[src/rtl/pa_fpu_pkg.sv]
// Shared definitions for the FPU command queue: opcodes, register map,
// STATUS/CTRL bit positions, sequencer states and the queued command record.
package pa_fpu;

  localparam logic [7:0] OP_ADD = 8'h01;
  localparam logic [7:0] OP_SUB = 8'h02;
  localparam logic [7:0] OP_MUL = 8'h03;
  localparam logic [7:0] OP_DIV = 8'h04;

  // Word addresses in bus-word units.
  localparam logic [5:0] ADDR_A      = 6'd0;
  localparam logic [5:0] ADDR_B      = 6'd4;
  localparam logic [5:0] ADDR_OP     = 6'd8;
  localparam logic [5:0] ADDR_STATUS = 6'd9;
  localparam logic [5:0] ADDR_CTRL   = 6'd10;
  localparam logic [5:0] ADDR_RESULT = 6'd12;

  localparam int STAT_FULL     = 4;
  localparam int STAT_EMPTY    = 5;
  localparam int STAT_OVERRUN  = 6;
  localparam int STAT_OVERFLOW = 7;

  localparam int CTRL_FLUSH        = 0;
  localparam int CTRL_CLR_OVERRUN  = 1;
  localparam int CTRL_CLR_OVERFLOW = 2;

  typedef enum logic [1:0] {
    SEQ_IDLE  = 2'd0,
    SEQ_ISSUE = 2'd1,
    SEQ_WAIT  = 2'd2,
    SEQ_DONE  = 2'd3
  } seq_state_t;

  typedef struct packed {
    logic [31:0] a;
    logic [31:0] b;
    logic [7:0]  op;
  } fpu_cmd_t;

endpackage

[src/rtl/fpu_cmd_fifo.sv]
// Command FIFO. The head stays resident until popped, so a flush can keep
// the in-flight head while discarding everything queued behind it.
module fpu_cmd_fifo
  import pa_fpu::*;
#(
  parameter int QDEPTH = 4
) (
  input  logic       clk,
  input  logic       rst_n,
  input  logic       i_push,
  input  logic       i_pop,
  input  logic       i_flush,
  input  logic       i_keep_head,
  input  fpu_cmd_t   i_wdata,
  output fpu_cmd_t   o_head,
  output logic [3:0] o_count,
  output logic       o_full,
  output logic       o_empty
);

  localparam int PW = $clog2(QDEPTH);

  fpu_cmd_t      r_mem [QDEPTH];
  logic [PW-1:0] r_rd_ptr;
  logic [PW-1:0] r_wr_ptr;
  logic [3:0]    r_count;

  logic          w_push_ok;
  logic          w_pop_ok;
  logic          w_keep;
  logic [PW-1:0] w_rd_next;

  assign o_count = r_count;
  assign o_full  = (r_count == 4'(QDEPTH));
  assign o_empty = (r_count == 4'd0);
  assign o_head  = r_mem[r_rd_ptr];

  // A full queue still takes a push when the head leaves in the same cycle.
  assign w_push_ok = i_push && !i_flush && (!o_full || i_pop);
  assign w_pop_ok  = i_pop && !o_empty;
  assign w_keep    = i_keep_head && !w_pop_ok && !o_empty;
  assign w_rd_next = w_pop_ok ? r_rd_ptr + PW'(1) : r_rd_ptr;

  always_ff @(posedge clk) begin
    if (!rst_n) begin
      r_rd_ptr <= '0;
      r_wr_ptr <= '0;
      r_count  <= '0;
      // NOTE: storage is cleared on reset because reset must leave the queue
      // contents at zero; a plain RAM without reset would not guarantee that.
      for (int i = 0; i < QDEPTH; i++) r_mem[i] <= '0;
    end else begin
      r_rd_ptr <= w_rd_next;
      if (i_flush) begin
        r_wr_ptr <= w_rd_next + PW'(w_keep);
        r_count  <= {3'b000, w_keep};
      end else begin
        if (w_push_ok) begin
          r_mem[r_wr_ptr] <= i_wdata;
          r_wr_ptr        <= r_wr_ptr + PW'(1);
        end
        r_count <= r_count + 4'(w_push_ok) - 4'(w_pop_ok);
      end
    end
  end

endmodule

[src/rtl/fpu_cmd_queue.sv]
// Host-bus front end for an FPU core: operand staging, command queue,
// single-command sequencer and completion/interrupt flagging.
module fpu_cmd_queue
  import pa_fpu::*;
#(
  parameter int BUS_W  = 8,
  parameter int QDEPTH = 4,
  parameter int OPW    = 32
) (
  input  logic             clk,
  input  logic             rst_n,
  input  logic [BUS_W-1:0] databus_in,
  output logic [BUS_W-1:0] databus_out,
  input  logic [5:0]       addr,
  input  logic             cs,
  input  logic             rd,
  input  logic             wr,
  input  logic             end_ack,
  output logic             cmd_end,
  output logic             busy,
  output logic             core_start,
  output logic [OPW-1:0]   core_a,
  output logic [OPW-1:0]   core_b,
  output logic [7:0]       core_op,
  input  logic             core_done,
  input  logic [OPW-1:0]   core_result
);

  localparam int NB = OPW / BUS_W;

  seq_state_t r_state;
  fpu_cmd_t   r_cmd;
  logic [OPW-1:0] r_a, r_b, r_result;
  logic r_wr_prev, r_cmd_end, r_overrun, r_overflow;

  logic w_wr_act, w_wr_acc, w_push, w_ctrl_wr, w_flush, w_pop;
  logic w_in_flight, w_done_evt, w_complete;
  logic w_full, w_empty;
  logic [3:0] w_count;
  logic [7:0] w_status;
  fpu_cmd_t   w_head, w_wdata;

  assign w_wr_act    = !cs && !wr;
  assign w_wr_acc    = w_wr_act && !r_wr_prev;
  assign w_push      = w_wr_acc && (addr == ADDR_OP);
  assign w_ctrl_wr   = w_wr_acc && (addr == ADDR_CTRL);
  assign w_flush     = w_ctrl_wr && databus_in[CTRL_FLUSH];
  assign w_pop       = (r_state == SEQ_DONE);
  assign w_in_flight = (r_state != SEQ_IDLE);
  assign w_done_evt  = (r_state == SEQ_WAIT) && core_done;
  // Completion spans the core_done cycle and the DONE cycle; it beats end_ack.
  assign w_complete  = w_done_evt || w_pop;
  assign w_wdata     = '{a: r_a, b: r_b, op: databus_in[7:0]};

  fpu_cmd_fifo #(.QDEPTH(QDEPTH)) u_fifo (
    .clk         (clk),
    .rst_n       (rst_n),
    .i_push      (w_push),
    .i_pop       (w_pop),
    .i_flush     (w_flush),
    .i_keep_head (w_in_flight),
    .i_wdata     (w_wdata),
    .o_head      (w_head),
    .o_count     (w_count),
    .o_full      (w_full),
    .o_empty     (w_empty)
  );

  always_ff @(posedge clk) begin
    if (!rst_n) begin
      r_a <= '0;
      r_b <= '0;
    end else if (w_wr_acc) begin
      for (int k = 0; k < NB; k++) begin
        if (addr == ADDR_A + 6'(k)) r_a[k*BUS_W +: BUS_W] <= databus_in;
        if (addr == ADDR_B + 6'(k)) r_b[k*BUS_W +: BUS_W] <= databus_in;
      end
    end
  end

  always_ff @(posedge clk) begin
    if (!rst_n) begin
      r_state    <= SEQ_IDLE;
      r_cmd      <= '0;
      r_result   <= '0;
      r_wr_prev  <= 1'b0;
      r_cmd_end  <= 1'b0;
      r_overrun  <= 1'b0;
      r_overflow <= 1'b0;
    end else begin
      // NOTE: every register here uses <= so all of them see the pre-edge
      // values of each other; blocking = would make results order-dependent.
      r_wr_prev <= w_wr_act;
      case (r_state)
        SEQ_IDLE: begin
          if (!w_empty && !w_flush) begin
            r_cmd   <= w_head;
            r_state <= SEQ_ISSUE;
          end
        end
        SEQ_ISSUE: r_state <= SEQ_WAIT;
        SEQ_WAIT: begin
          if (core_done) begin
            r_result <= core_result;
            r_state  <= SEQ_DONE;
          end
        end
        default: r_state <= SEQ_IDLE;
      endcase

      if (w_complete)   r_cmd_end <= 1'b1;
      else if (end_ack) r_cmd_end <= 1'b0;

      if (w_done_evt && r_cmd_end && !end_ack)
        r_overrun <= 1'b1;
      else if (w_ctrl_wr && databus_in[CTRL_CLR_OVERRUN])
        r_overrun <= 1'b0;

      if (w_push && w_full && !w_pop && !w_flush)
        r_overflow <= 1'b1;
      else if (w_ctrl_wr && databus_in[CTRL_CLR_OVERFLOW])
        r_overflow <= 1'b0;
    end
  end

  always_comb begin
    w_status                = '0;
    w_status[3:0]           = w_count;
    w_status[STAT_FULL]     = w_full;
    w_status[STAT_EMPTY]    = w_empty;
    w_status[STAT_OVERRUN]  = r_overrun;
    w_status[STAT_OVERFLOW] = r_overflow;
  end

  always_comb begin
    // NOTE: defaulting the output first keeps this block free of latches for
    // every address that matches none of the branches below.
    databus_out = '0;
    if (!cs && !rd) begin
      for (int k = 0; k < NB; k++) begin
        if (addr == ADDR_A + 6'(k))      databus_out = r_a[k*BUS_W +: BUS_W];
        if (addr == ADDR_B + 6'(k))      databus_out = r_b[k*BUS_W +: BUS_W];
        if (addr == ADDR_RESULT + 6'(k)) databus_out = r_result[k*BUS_W +: BUS_W];
      end
      if (addr == ADDR_STATUS) databus_out = BUS_W'(w_status);
    end
  end

  assign cmd_end    = r_cmd_end;
  assign busy       = w_in_flight || (w_count != 4'd0);
  assign core_start = (r_state == SEQ_ISSUE);
  assign core_a     = r_cmd.a;
  assign core_b     = r_cmd.b;
  assign core_op    = r_cmd.op;

endmodule

[config.mk]
export PLATFORM = sky130hd
export DESIGN_NAME = fpu_cmd_queue
export DESIGN_NICKNAME = d
export VERILOG_FILES = /design/src/rtl/pa_fpu_pkg.sv /design/src/rtl/fpu_cmd_fifo.sv /design/src/rtl/fpu_cmd_queue.sv
export SDC_FILE = /design/constraint.sdc
export NUM_CORES = 1
export LEC_CHECK = 0
export ABC_AREA = 1
export BUFFER_PORTS_ARGS = -buffer_cell sky130_fd_sc_hd__buf_4
export CAP_MARGIN = 15
export CORE_ASPECT_RATIO = 2
export CORE_MARGIN = 2
export CORE_UTILIZATION = 52
export CTS_BUF_LIST = sky130_fd_sc_hd__clkbuf_8
export CTS_CLUSTER_DIAMETER = 200
export DETAILED_ROUTE_END_ITERATION = 10
export PLACE_DENSITY = 0.67
export SETUP_SLACK_MARGIN = 0.2
export SYNTH_ARGS = -nofsm -noshare
export SYNTH_HDL_FRONTEND = slang
export SYNTH_SLANG_ARGS = --single-unit
[constraint.sdc]
create_clock -name clk -period 8.26 [get_ports clk]
set_input_delay 1.239 -clock clk [delete_from_list [all_inputs] [get_ports clk]]
set_output_delay 1.239 -clock clk [all_outputs]
set_load 0.02 [all_outputs]
### After elaboration in Yosys (flattened, before gate mapping)

Memory sizes are Yosys's and may differ from the RTL's. A register that Yosys moved wholly into a read port is not among the register bits.
Cells that the tools add are included.

* bits in writable memories: 288
* register bits: 110
* output and inout bits: 83
* input bits: 53
* memories kept: 1
* word-level logic and storage cells: 136

Memories
* u_fifo.r_mem: depth 4, width 72, rd ports 1, clocked after memory_dff 1, wr ports 4, line fpu_cmd_fifo.sv:23 `fpu_cmd_t r_mem [QDEPTH];`

* bitwise gates (word level): 1
* mux-type cells: 35
* equal/unequal tests: 20
* reduce and logical (&&, ||, !) cells: 56
* $add $sub $neg: 5

Operator list (number)
* $mux W8: 14
* $mux W72: 1
* $reduce_or A72 Y1: 1
* $eq A6 B4 Y1 const B: 7
* $eq A6 B3 Y1 const B: 4
* $reduce_and A2 Y1: 11
* $logic_and A1 B1 Y1: 20
* $mux W1: 13
* $eq A6 B2 Y1 const B: 2
* $mux W2: 6
* $logic_not A1 Y1: 11
* $reduce_bool A2 Y1: 5
* $eq A6 B1 Y1 const B: 1
* $logic_not A6 Y1: 1
* $pmux W2 S3: 1
* $add A2 B1 Y2 const B: 2
* $add A4 B1 Y4: 1
* $eq A2 B2 Y1 const B: 2
* $eq A4 B3 Y1 const B: 1
* $logic_not A4 Y1: 1
* $ne A2 B2 Y1 const B: 2
* $reduce_bool A4 Y1: 1
* $sub A4 B1 Y4: 1
* $logic_or A1 B1 Y1: 3
* other kinds (5): 5

### Logic depth before layout (Yosys ltp)

* depth in word-level cells: 15
* gate-level depth with buffers: 14

### By module

Synthesis repeated with hierarchy kept, for this count alone.

* cell total of the unflattened synthesis: 2185
* area, all modules: 20205.6 sq um

Modules (own cells, without submodules)
* fpu_cmd_fifo: seq. area each 8808.4 sq um, area an instance 12932.4 sq um, times used 1, cells each 1222
* fpu_cmd_queue: seq. area each 3483.3 sq um, area an instance 7273.2 sq um, times used 1, cells each 963

### Least setup slack after synthesis

Ideal clock, no wire load.

* path type: in2reg
* from: in wr
* to: mem u_fifo.r_mem[0][0] in the netlist's numbering, enable pin
* cell stages on the path: 7
* arrival: 7.090 ns
* data required time: 7.659 ns
* path slack: 0.568 ns
* cell sequence: nor3_4 inv_2 nor2_4 nand2_1 nor2_4 inv_1 o21ai_0

RTL lines
* start, declared: line fpu_cmd_queue.sv:17 `input logic wr,`
* end, declared: line fpu_cmd_fifo.sv:23

### Worst setup path after layout

* from: in addr[5]
* to: out databus_out[7]

* cells in the longest elaborated chain, start to end: 15
* elaborated cells between the ends (all ways): 27

Ends and longest elaborated chain
* start, declared: line fpu_cmd_queue.sv:14 `input logic [5:0] addr,`
* $logic_not A6 Y1: line fpu_cmd_queue.sv:141 `if (addr == ADDR_A + 6'(k)) databus_out = r_a[k*BUS_W +: BUS_W];`
* $mux W8: line fpu_cmd_queue.sv:141
* $mux W8: line fpu_cmd_queue.sv:142 `if (addr == ADDR_B + 6'(k)) databus_out = r_b[k*BUS_W +: BUS_W];`
* $mux W8: line fpu_cmd_queue.sv:143 `if (addr == ADDR_RESULT + 6'(k)) databus_out = r_result[k*BUS_W +: BUS_W];`
* $mux W8: line fpu_cmd_queue.sv:141
* $mux W8: line fpu_cmd_queue.sv:142
* $mux W8: line fpu_cmd_queue.sv:143
* $mux W8: line fpu_cmd_queue.sv:141
* $mux W8: line fpu_cmd_queue.sv:142
* $mux W8: line fpu_cmd_queue.sv:143
* $mux W8: line fpu_cmd_queue.sv:141
* $mux W8: line fpu_cmd_queue.sv:142
* $mux W8: line fpu_cmd_queue.sv:143
* $mux W8 *: line fpu_cmd_queue.sv:145 `if (addr == ADDR_STATUS) databus_out = BUS_W'(w_status);`
* $mux W8 *: line fpu_cmd_queue.sv:139 `if (!cs && !rd) begin`
* end, declared: line fpu_cmd_queue.sv:13 `output logic [BUS_W-1:0] databus_out,`

Every way passes the cells marked *; elsewhere a longest branch is shown, timed or not.

==> flow_summary.toml <==
[setup_path]
kind_of_critical_path = "in -> out"
crit_path_start = "addr[5]"
critical-path-top-cell-by-count = "nand2_1"
path_max_fanout = 37
r2r_start = "u_fifo.r_rd_ptr[0]"
crit_arrival_ns = 3.65
crit_buf_inv = 3
ff2ff_setup_slack_ns = 4.89
crit_path_end_kind = "output pin"
worstPathCellList = "buf_4 -> nor2_4 -> nand3_1 -> nor2_1 -> nand2_1 -> nand4_1 -> nand2_1 -> nand3_1 -> nand2_1 -> nand3_1 -> nand2_1 -> inv_1 -> buf_4"
critical_path.max_stage_delay_ns = 0.62
critPathLaunchType = "primary input"
cp_top_family = "simple AND/OR/NAND/NOR gates"
cp.required_ns = 7.02
crit_slowest_cell = "nor2_4"

[detailed_routing]
post_drt_via_cell_ratio = 5.570
detailroute.via_count = 15650
drt-wirelength-per-cell_um = 19.74
drt_first_pass_iters = 5
drt-initial-drc-count = 1287
drt.antenna.violating_nets = 0
totalWireLength_um = 55460
drc = 0

[pwr]
powerDensity_nw_per_um2 = 240.1
pwr-share-seq_pct = 50.1
power.switching_uw = 1645
max-vdd-ir-drop_mv = 0.1660
power.leakage_uw = 0.008240
comb_power_share_pct = 17.6
fin_total_pwr_uw = 5627
share_clk_of_total_power_pct = 32.3
cell_internal_pwr_uw = 3982
swShare_pct = 29.23

[floorplanning]
fp.dieH_um = 287.7
row_cnt = 104
die_area_um2 = 41970
io_pins = 136
initial_utilization_pct = 52.40
core_ar_um2 = 39950
floorplan.die.width_um = 145.9

[yosys]
mappedNetlistNets = 2218
synthXorXnorAreaFrac_pct = 0.1255
most_frequent_cell_after_synthesis = "o21ai_0"
synth_fa_ha_area_share_pct = 0.8129
synth.ff_latch_count = 470
synth_edf_count = 288
post_synth_instance_area_um2 = 20930
post_synth_inst_count = 2152
synth-main-ff-cell = "edfxtp_1"
dominant_combinational_cell_family_by_area_after_synthesis = "simple AND/OR/NAND/NOR gates"
synth-warning-count = 0
yosys-top-cells-area = "edfxtp_1 41%, dfxtp_1 17%, o21ai_0 7.7%"
yosys-mux-area-fraction_pct = 0
synth_top_cells_by_count = "322 x o21ai_0, 293 x nor2_1, 288 x edfxtp_1"
synth_sequential_area_ratio_pct = 58.72
async_reset_ff_share_pct = 0
fraction_of_the_mapped_netlist_area_in_compound_gates_pct = 13.86
yosys.area_share.simple_pct = 19.16
yosysTopAreaCellShare_pct = 41.32
synth_top_area_cell = "edfxtp_1"
synth_cell_types = 32
postSynthAreaPerCell_um2 = 9.727

[clock_tree]
cts_htree_levels = 3
cts_setup_buffers = 0
cts_resized = 0
cts_root_buffer = "clkbuf_8"
post_cts_hold_buffer_count = 0
clk_pin_slew_worst_paths_ns = 0.06
numClockSinks = 470
cts-buffers-inserted = 69
cts_tree = "yes"
cts_buffer_depth = 3
clk-insertion-delay-late_ns = 0.64

[layout]
share_of_final_layout_standard_cells_stronger_than_drive_strength_1_pct = 19.04
area_growth_pct = 11.98
seqCellArea_um2 = 12300
nets_finish = 2290
multi_input_comb_area_um2 = 7184
nFillCells = 3562

[timing]
period_needed_ns = 4.890
final_critical_path_share_of_the_clock_period_pct = 59.20
slew_violations = 0
fin_setup_tns_ns = 0
finalSetupViolations = 0
max_freq_ghz = 0.2045
timing.final.hold_violations = 0
relSlewSlack_pct = 24.74
timing.clock.skew_ns = 0.02102
rsz0062_at_grt = "false"
tightest_slew_ns = 1.129

[global_route]
gr-usage-all-layers_pct = 26.48
grt_most_used_layer = "met2"
grt_first_pass_wirelength_um = 86030
globalRouteMet3Util_pct = 4.184
grt_pass1_vias = 14960
grt_max_degree = 182
remaining_overflow_grt = 0
antenna_found_initial = 1
gr-usage-met1_pct = 33.32
groute.layer.met2.usage_pct = 44.98

[placement]
portBuffers = 135
gp_congestion = 0.9938
dp.final_hpwl_um = 34090

[outcome]
status = "completed"

[flow_run]
max-cap-violations = 0

[min_path]
worst_hold_path_type = "reg -> reg"
hold_path_startpoint = "core_b[16]"
==> flip-flops by register name (all words and copies together), names as in the netlist <==
| name | count |
|---|---|
| core_op | 8 |
| r_result | 32 |
| r_wr_prev | 1 |
| core_b | 32 |
| r_a | 32 |
| u_fifo.r_wr_ptr | 2 |
| u_fifo.r_rd_ptr | 2 |
| u_fifo.r_mem | 288 |
| r_overflow | 1 |
| r_state | 2 |
| core_a | 32 |
| r_b | 32 |
| cmd_end | 1 |
| r_overrun | 1 |
| u_fifo.o_count | 4 |
==> cell families after synthesis <==
family / Yosys count
and+or+nand+nor: 739
AOI/OAI and AO/OA: 561
DFF: 470
buffers and inverters: 366
adders and majority gates: 13
xor gates and xnor gates: 3
==> power groups by stage <==
stage	clock network (µW)	registers, µW	logic [µW]
floorplan	0	3040	437
global placement	0	2870	993
detailed placement	0	2870	1000
CTS	1850	2820	1010
global route	1940	2850	1090
finish	1820	2820	990
==> metrics by stage <==
stage | std cells | instance area (µm²) | worst slack, ns | hold slack, ns | utilization [%]
2_1_floorplan | 2152 | 20930 | 0.5682 | 0.4297 | -
3_3_place_gp | 2683 | 22110 | 3.427 | 0.4317 | 55.36
3_5_place_dp | 2683 | 22110 | 3.445 | 0.4367 | 55.36
4_1_cts | 2809 | 23440 | 3.442 | 0.4461 | 58.67
5_1_grt | 2810 | 23440 | 2.982 | 0.4646 | 58.68
6_report | 2810 | 23440 | 3.370 | 0.4416 | 58.68
==> worst min-delay path, delay by kind of cell, from the launching register on <==
family,cells,cell delay (ns)
flops,1,0.31
compound gates,1,0.04
buf+inv,1,0.04
==> cell usage in the layout, fill, tap and decap left out, drive strengths merged <==
master and n:
a211oi 1, a21oi 164, buf 154, bufinv 1
clkbuf 79, clkinv 19, clkinvlp 3, dfxtp 182
diode 1, edfxtp 288, fa 1, ha 12
inv 237, nand2 139, nand3 46, nand4 26
nor2 305, nor3 220, nor3b 2, o21ai 324
o22ai 72, or2 1, xor2 3
==> layout make-up <==
cell class / instances / share of cell area (%)
tap: 530 / 2.829
clock inverter: 47 / 1.009
multi-input combinational: 1316 / 30.65
sequential: 470 / 52.46
timing repair buffer: 154 / 4.986
antenna: 1 / 0.01068
inverter: 213 / 3.416
clock buffer: 79 / 4.639
==> per-layer routing <==
metal  vias to the layer above  part of all wire, %
met2                       519                   49
met3                       116                  5.5
met1                      7445                   41
li1                       7572                    -
met4                         0                  4.5
met5                         -                    0
==> worst paths after layout <==
check                           cells past startpoint             end
worst max-delay path                               13  databus_out[7]
worst min-delay path                                2      core_b[16]
worst max register to register                      6      core_a[31]
worst min register to register                      2      core_b[16]
(Power assumes the default switching activity.)
